<file path="src/rtl/mux_key.sv">
// mux_key: key-lookup multiplexer over a packed table of {key, data} pairs.
// Drives the data of the lowest-index matching pair (zero on no match) on a
// combinational path, and a registered copy with hit/multi status.
module mux_key #(
    parameter int NR_KEY   = 2,
    parameter int KEY_LEN  = 1,
    parameter int DATA_LEN = 1
) (
    input  logic                                 clk,
    input  logic                                 rst_n,
    input  logic [KEY_LEN-1:0]                   key,
    input  logic [NR_KEY*(KEY_LEN+DATA_LEN)-1:0] lut,
    output logic [DATA_LEN-1:0]                  out,
    output logic                                 hit,
    output logic                                 multi,
    output logic [DATA_LEN-1:0]                  out_q,
    output logic                                 hit_q,
    output logic                                 multi_q
);

    localparam int P = KEY_LEN + DATA_LEN;

    // Unpacked view of the table: entry i sits at lut[P*(i+1)-1 : P*i],
    // key in the upper KEY_LEN bits, data in the lower DATA_LEN bits.
    logic [KEY_LEN-1:0]  ent_key  [NR_KEY];
    logic [DATA_LEN-1:0] ent_data [NR_KEY];
    logic [NR_KEY-1:0]   match;

    for (genvar g = 0; g < NR_KEY; g++) begin : g_entry
        assign ent_key[g]  = lut[P*g+DATA_LEN +: KEY_LEN];
        assign ent_data[g] = lut[P*g +: DATA_LEN];
        assign match[g]    = (ent_key[g] == key);
    end

    logic [DATA_LEN-1:0] out_d;
    logic                hit_d;
    logic                multi_d;

    // Priority select: walk from the top entry down so the lowest-index match
    // is the last writer; a second match on the way raises multi.
    always_comb begin
        out_d   = '0;
        hit_d   = 1'b0;
        multi_d = 1'b0;
        for (int i = NR_KEY - 1; i >= 0; i--) begin
            if (match[i]) begin
                if (hit_d) begin
                    multi_d = 1'b1;
                end
                hit_d = 1'b1;
                out_d = ent_data[i];
            end
        end
    end

    assign out   = out_d;
    assign hit   = hit_d;
    assign multi = multi_d;

    // Pipelined copy: capture every cycle, synchronous active-low clear wins.
    always_ff @(posedge clk) begin
        if (!rst_n) begin
            out_q   <= '0;
            hit_q   <= 1'b0;
            multi_q <= 1'b0;
        end else begin
            out_q   <= out_d;
            hit_q   <= hit_d;
            multi_q <= multi_d;
        end
    end

endmodule

</file>
<file path="config.mk">
export PLATFORM = sky130hd
export DESIGN_NAME = mux_key
export DESIGN_NICKNAME = d
export VERILOG_FILES = /design/src/rtl/mux_key.sv
export SDC_FILE = /design/constraint.sdc
export NUM_CORES = 1
export LEC_CHECK = 0
export BUFFER_PORTS_ARGS = -buffer_cell sky130_fd_sc_hd__buf_2
export CORE_AREA = 2 2 39 41
export DETAILED_ROUTE_END_ITERATION = 10
export DIE_AREA = 0 0 41 43
export PLACE_DENSITY = 0.38
export SLEW_MARGIN = 10
export SYNTH_ARGS = -nofsm -noshare
export SYNTH_HDL_FRONTEND = slang
export SYNTH_SLANG_ARGS = --single-unit
</file>
<file path="constraint.sdc">
create_clock -name clk -period 2.01 [get_ports clk]
set_clock_uncertainty 0.2 [all_clocks]
set_input_delay 0.201 -clock clk [delete_from_list [all_inputs] [get_ports clk]]
set_output_delay 0.201 -clock clk [all_outputs]
set_load 0.01 [all_outputs]
</file>
==> Word level (Yosys, flattened, before mapping) <==
Index checks and enable logic that the tools add are counted.
{ "classes": {"muxes": 6, "eq_ne": 2} }
{ "op_table": {"columns": ["cell", "n"], "rows": [
  ["two-way mux 1 bit", 6],
  ["== test 1 bit", 2]
]} }
{ "totals": {"inputBits": 7, "reg_bits": 3} }

==> Longest topological paths before layout <==
Gate-level depths: netlist of the first run.
{ "depth": {"depth_word": 4, "ltp_mapped": 3, "mapped_depth_nobuf": 3} }

==> Worst setup path before layout of the first run <==
Ideal clock, no wire load.
{ "synth_timing": {"kind": "input-to-reg", "start": "input key", "end": "register out_q", "arrival_time_ps": 995, "stages": 3, "setup_slack_ps": 755, "n_path_buf": 0, "required_time_ps": 1750, "cell_sequence": "or3b_1 a32oi_1 and2_1"} }
{ "synth_via": {"elab_chain_len": 3} }
{ "synth_rtl": {"columns": ["element", "line", "text"], "rows": [
  ["start: declaration", "11", "input logic [KEY_LEN-1:0] key,"],
  ["== test 1 bit", "32", "assign match[g] = (ent_key[g] == key);"],
  ["two-way mux 1 bit", "46", "if (match[i]) begin"],
  ["two-way mux 1 bit *", "46", null],
  ["net out", "13", "output logic [DATA_LEN-1:0] out,"],
  ["end signal: assignment", "67", "out_q <= out_d;"],
  ["end: declaration", "16", "output logic [DATA_LEN-1:0] out_q,"]
]} }
The timed path passes the listed nets; every way through them passes the cells marked *.
A chain may end at the register's enable or synchronous reset.

==> Final worst setup path of the first run <==
{ "layout_timing": {"start": "input key", "end": "output out"} }
{ "layout_via": {"elab_chain_len": 3} }
{ "layout_rtl": {"columns": ["element", "line"], "rows": [
  ["== test 1 bit", "32"],
  ["two-way mux 1 bit", "46"],
  ["two-way mux 1 bit *", "46"],
  ["end: declaration", "13"]
]} }
Every way passes the cells marked *; elsewhere a longest branch is shown, timed or not.

==> results of run 1 <==
==> state kept, by name, indices dropped and copies added, names as in the netlist <==
signal / cells
multi_q: 1
hit_q: 1
out_q: 1
==> final timing paths <==
kind              slack, ns    from                to  cells past startpoint
setup / recovery       0.56     key               out                      4
hold / removal         0.18  lut[1]  hit_q$_SDFF_PN0_                      3
==> area by class of cell <==
type	count	area (um^2)
inverters	1	3.75
clock buffers	4	26.3
multi-input cells	14	93.8
fillers	152	1110
well taps	16	20.0
flip-flops and latches	3	60.1
repair buffers	13	70.1
==> power by group through the flow <==
stage	logic (uW)	registers, uW	clock network, uW
2_1_floorplan	14.1	67.8	0
3_3_place_gp	35.9	65.4	0
6_report	36.5	64.5	103
5_1_grt	41.1	65.2	110
4_1_cts	37.2	64.5	110
3_5_place_dp	35.6	65.4	0
==> layer usage <==
layer	vias up	routed length [um]	GRT usage [%]
li1	97	-	-
met1	77	125	4.43
met2	6	211	6.56
met3	0	25	0
met4	0	0	8.00
met5	-	0	0
==> placed cells by master, fill, tap and decap left out, drive strengths merged <==
cell / synthesis / routed
and2: 3 / 3
nor3b: 1 / 1
dfxtp: 3 / 3
nand2b: 1 / 1
inv: 1 / 1
nand3: 2 / 2
or3: 1 / 1
nand2: 1 / 1
dlygate4sd3: 0 / 1
a21oi: 1 / 1
and2b: 1 / 1
a32oi: 1 / 1
buf: 0 / 12
a21boi: 1 / 1
or3b: 1 / 1
clkbuf: 0 / 4
==> timing repair <==
action / in CTS / in global routing
endpoints found under the hold margin: 3 / 0
hold buffers: 1 / 0
buffers inserted: 0 / 0
gates resized for setup: 0 / 0
==> through the flow <==
step	utilization, %	hold slack, ns	setup slack, ns	instances	total power, uW
3_3_place_gp	17.2	0.242	0.570	46	101
3_5_place_dp	17.2	0.233	0.549	46	101
4_1_cts	19.8	0.177	0.548	51	212
2_1_floorplan	-	0.123	0.755	18	82.0
6_report	19.8	0.179	0.561	51	204
5_1_grt	19.8	0.228	0.492	51	216
==> cells by family after synthesis <==
kind of cell / synth area share [%]
AND/OR/NAND/NOR: 46.0
buffers and inverters: 2.38
flip-flops: 38.1
AO/OA/AOI/OAI: 13.5
==> results.json, run 1 <==
{
  "status": "completed",
  "synth_top_area_cell": "dfxtp_1",
  "required_ns": 1.61,
  "drv_cap": 0,
  "maxSlewViolCount": 0,
  "power_density_nw_per_um2": 745,
  "area_growth_pct": 73.8,
  "synth-edff-count": 0,
  "synth_cell_types": 13,
  "max_freq_mhz": 690,
  "dpl_cell_area_um2": 238,
  "path_buf_inv": 2,
  "power_frac_comb_pct": 17.9,
  "cts_tree": "done",
  "fin_nets": 43,
  "drt_iter0_drc": 0,
  "power_frac_seq_pct": 31.6,
  "synth_area_per_cell_um2": 8.76,
  "netlist.area_leader.share_pct": 38.1,
  "path_cells": "buf_2, or3b_1, a32oi_1, buf_2",
  "cp.arrival_ns": 1.05,
  "cp_common_cell": "buf_2",
  "syn-num-nets": 25,
  "fin_crit_sh_pct": 72.1,
  "cts.htree.levels": 1,
  "leakage_uw": 0.000133,
  "ys.flop_type": "dfxtp_1",
  "fin_crit_ns": 1.45,
  "die_w_um": 41,
  "ys_ff_latch": 3,
  "core_region_area_um2": 1380,
  "chipHeight_um": 43,
  "grt_max_degree": 9,
  "antenna_left": 0,
  "cp-end-kind": "primary output",
  "ys_warn_count": 0,
  "drcViolationCount": 0,
  "clock_path_buffers": 2,
  "synth-seq-area-share_pct": 38.1,
  "cts.sinks": 3,
  "tightest_slew_ns": 0.186,
  "syn_area_um2": 158,
  "finalSetupViolCount": 0,
  "cts_root_buf": "clkbuf_4",
  "grt_usage_pct": 4.70,
  "wl_per_cell_um": 7.10,
  "viasPerCell": 3.53,
  "cp_slowest_cell": "or3b_1",
  "slew_headroom_pct": 87.6,
  "hp-class": "in -> reg",
  "routed_wl_um": 362,
  "cp-start-kind": "primary input",
  "rows": 14,
  "synth_cells": 18,
  "async_flop_share_pct": 0,
  "cts_buffers": 3,
  "antenna_found_initial": 0,
  "hold_viol_final": 0,
  "path_delay_family": "simple AND/OR/NAND/NOR gates",
  "critPathMaxFanout": 8,
  "clock_power_share_pct": 50.5,
  "swShare_pct": 23.2,
  "path_class": "in -> out",
  "critical-path-max-stage-delay_ns": 0.37,
  "vias": 180,
  "diodes": 0,
  "p_sw_uw": 47.4,
  "final_cell_area_um2": 274,
  "overflow": 0,
  "ios": 13,
  "initial_core_util_pct": 11.4,
  "ys_top_cells_by_count": "and2_1 (3), dfxtp_1 (3), nand3_1 (2)",
  "firstDrtPassIters": 1,
  "vdd_drop_max_mv": 0.0782,
  "clk_pin_slew_worst_paths_ns": 0.03,
  "p_int_uw": 157,
  "port_buffers": 12,
  "grt_pass1_vias": 139,
  "gp_congestion": 0.570,
  "grt_pass1_wl_um": 510,
  "setup_tns_ns": 0,
  "rsz0062_at_grt": "no",
  "drive_above_1_share_pct": 48.6,
  "dieArea_um2": 1760,
  "synth_area_leaders": "dfxtp_1 (38%), and2_1 (12%), nand3_1 (6.3%)"
}
Power figures use the tool's default switching activity.
==> inputs of run 2 (changes only) <==
Settings changed: ABC_AREA set to 1, PLACE_DENSITY 0.38 to 0.4.
Clock period 2.01 ns to 1.29 ns, I/O delays scaled along.
==> run 2 against run 1 <==
Effect of this change: critical path type unchanged; die area did not move; highest routed layer unchanged; power rose by 66%; area after synthesis is 13% higher; first-iteration DRC count up 3.
==> results.json, run 2 <==
{
  "status": "completed",
  "setup_tns_ns": 0,
  "synth_top_area_cell": "dfxtp_1",
  "port_buffers": 12,
  "power_frac_seq_pct": 29.8,
  "cts_tree": "done",
  "clock_path_buffers": 2,
  "synth_cells": 26,
  "diodes": 0,
  "overflow": 0,
  "cts_root_buf": "clkbuf_4",
  "p_int_uw": 248,
  "cp-end-kind": "primary output",
  "fin_cells": 59,
  "post-place-ws_ns": 0.176,
  "synth_most_common_cell": "inv_1",
  "fin_crit_ns": 1.11,
  "synth-seq-area-share_pct": 33.8,
  "synth_cell_types": 12,
  "synth_top_family_by_area": "simple AND/OR/NAND/NOR gates",
  "initial_core_util_pct": 12.8,
  "cts.htree.levels": 1,
  "power_frac_comb_pct": 22.3,
  "reg_top3": "hit_q: 1 flops, multi_q: 1 flops, out_q: 1 flops",
  "layout_common_cells": "buf_2 (12), inv_1 (5), nand2_2 (4), nand2_1 (4)",
  "placedCellCount": 54,
  "swShare_pct": 26.8,
  "final_common_cell": "buf_2",
  "antenna_found_initial": 0,
  "dieArea_um2": 1760,
  "drt_iter0_drc": 3,
  "synth-edff-count": 0,
  "async_flop_share_pct": 0,
  "synthAdderAreaFrac_pct": 0,
  "grt_pass1_wl_um": 572,
  "area_growth_pct": 65.5,
  "antenna_left": 0,
  "hp-class": "in -> reg",
  "fin_crit_sh_pct": 85.7,
  "clk_pin_slew_worst_paths_ns": 0.04,
  "synthMuxAreaShare_pct": 0,
  "vias": 191,
  "rows": 14,
  "cts_buffers": 3,
  "wl_per_cell_um": 6.31,
  "die_w_um": 41,
  "cp.arrival_ns": 0.78,
  "viasPerCell": 3.24,
  "yosys.area_share.simple_pct": 48.6,
  "slew_headroom_pct": 90.9,
  "ys_ff_latch": 3,
  "netlist.area_leader.share_pct": 33.8,
  "p_sw_uw": 90.8,
  "ys_warn_count": 0,
  "drv_cap": 0,
  "critPathMaxFanout": 4,
  "grt_usage_pct": 5.10,
  "drcViolationCount": 0,
  "finalSetupViolCount": 0,
  "ys.flop_type": "dfxtp_1",
  "drive_above_1_share_pct": 55.8,
  "synth-xor-area-share_pct": 0,
  "leakage_uw": 0.000177,
  "clock_power_share_pct": 47.9,
  "ios": 13,
  "ys_top_cells_by_count": "inv_1 (5), nand2_1 (4), nand2_2 (4), dfxtp_1 (3)",
  "grt_pass1_vias": 159,
  "synth_area_per_cell_um2": 6.83,
  "fin_nets": 51,
  "firstDrtPassIters": 2,
  "chipHeight_um": 43,
  "final_cell_area_um2": 294,
  "vdd_drop_max_mv": 0.169,
  "synth_area_leaders": "dfxtp_1 (34%), nand2_2 (14%), inv_1 (11%)",
  "max_freq_mhz": 904,
  "hold_viol_final": 0,
  "post-cts-setup-buffers": 0,
  "cp-start-kind": "primary input",
  "synth_compound_area_share_pct": 2.82,
  "cts.sinks": 3,
  "syn-num-nets": 33,
  "timing.final.ws_setup_ns": 0.184,
  "core_region_area_um2": 1380,
  "rsz0062_at_grt": "no",
  "required_ns": 0.96,
  "routed_wl_um": 372,
  "total_power_uw": 339,
  "grt_max_degree": 5,
  "syn_area_um2": 178,
  "gp_congestion": 0.612,
  "dpl_cell_area_um2": 258,
  "maxSlewViolCount": 0,
  "power_density_nw_per_um2": 1150,
  "path_class": "in -> out",
  "tightest_slew_ns": 0.135
}
run 2: changes by cell type in the layout (fill, tap and decap cells not counted), sizes merged:
cell    change
nand3       +1
a32oi       -1
and2        -3
a21boi      -1
nor3        +1
inv         +6
and2b       -1
or3b        -1
nand2b      -1
nand2       +8
nor3b       -1
nor2        +2
or3         -1
run 2: kinds of logic (layout without fill, tap and decap cells):
kind of cell    count (synthesis)  in the layout
compound gates                  1              1
buf+inv                         7             24
flops                           3              3
simple gates                   15             15
run 2: routing by layer:
layer / track usage [%] / wire [um] / vias up
met3: 1.57 / 74 / 0
met4: 6.00 / 0 / 0
met5: 0 / 0 / -
met1: 6.03 / 173 / 68
met2: 6.25 / 124 / 12
li1: - / - / 111
run 2: power groups by stage:
stage	registers, uW	logic [uW]	clock network [uW]
after floorplan	107	40.1	0
after global placement	103	74.6	0
after detailed placement	103	74.2	0
after CTS	101	77.0	172
after global routing	102	86.7	180
final	101	75.7	162
run 2: worst paths after layout:
path,startpoint,to,slack (ns),depth (start not counted)
worst max-delay path,lut[1],out,0.18,8
worst min-delay path,lut[3],multi_q$_SDFF_PN0_,0.04,4
run 2: stage by stage:
stage / util [%] / hold WS [ns]
2_1_floorplan: - / 0.0892
4_1_cts: 21.2 / 0.0391
3_3_place_gp: 18.6 / 0.194
6_report: 21.2 / 0.0446
3_5_place_dp: 18.6 / 0.192
5_1_grt: 21.2 / 0.0714
run 2: area by class of cell:
| type | instances | area [um^2] |
|---|---|---|
| Fill cell | 161 | 1090 |
| Multi-Input combinational cell | 16 | 91.3 |
| Clock buffer | 4 | 26.3 |
| Timing Repair Buffer | 13 | 70.1 |
| Sequential cell | 3 | 60.1 |
| Inverter | 7 | 26.3 |
| Tap cell | 16 | 20.0 |
run 2: critical path, stage by stage:
cell,delay [ns]
buf_2,0.12
inv_2,0.05
nand2_1,0.07
nand2_2,0.12
nand2_4,0.06
nand3_2,0.07
inv_1,0.04
buf_2,0.13
run 2: repair_timing:
action	in CTS	in global routing
hold buffers	1	0
endpoints found under the hold margin	3	0
resized for setup	0	0
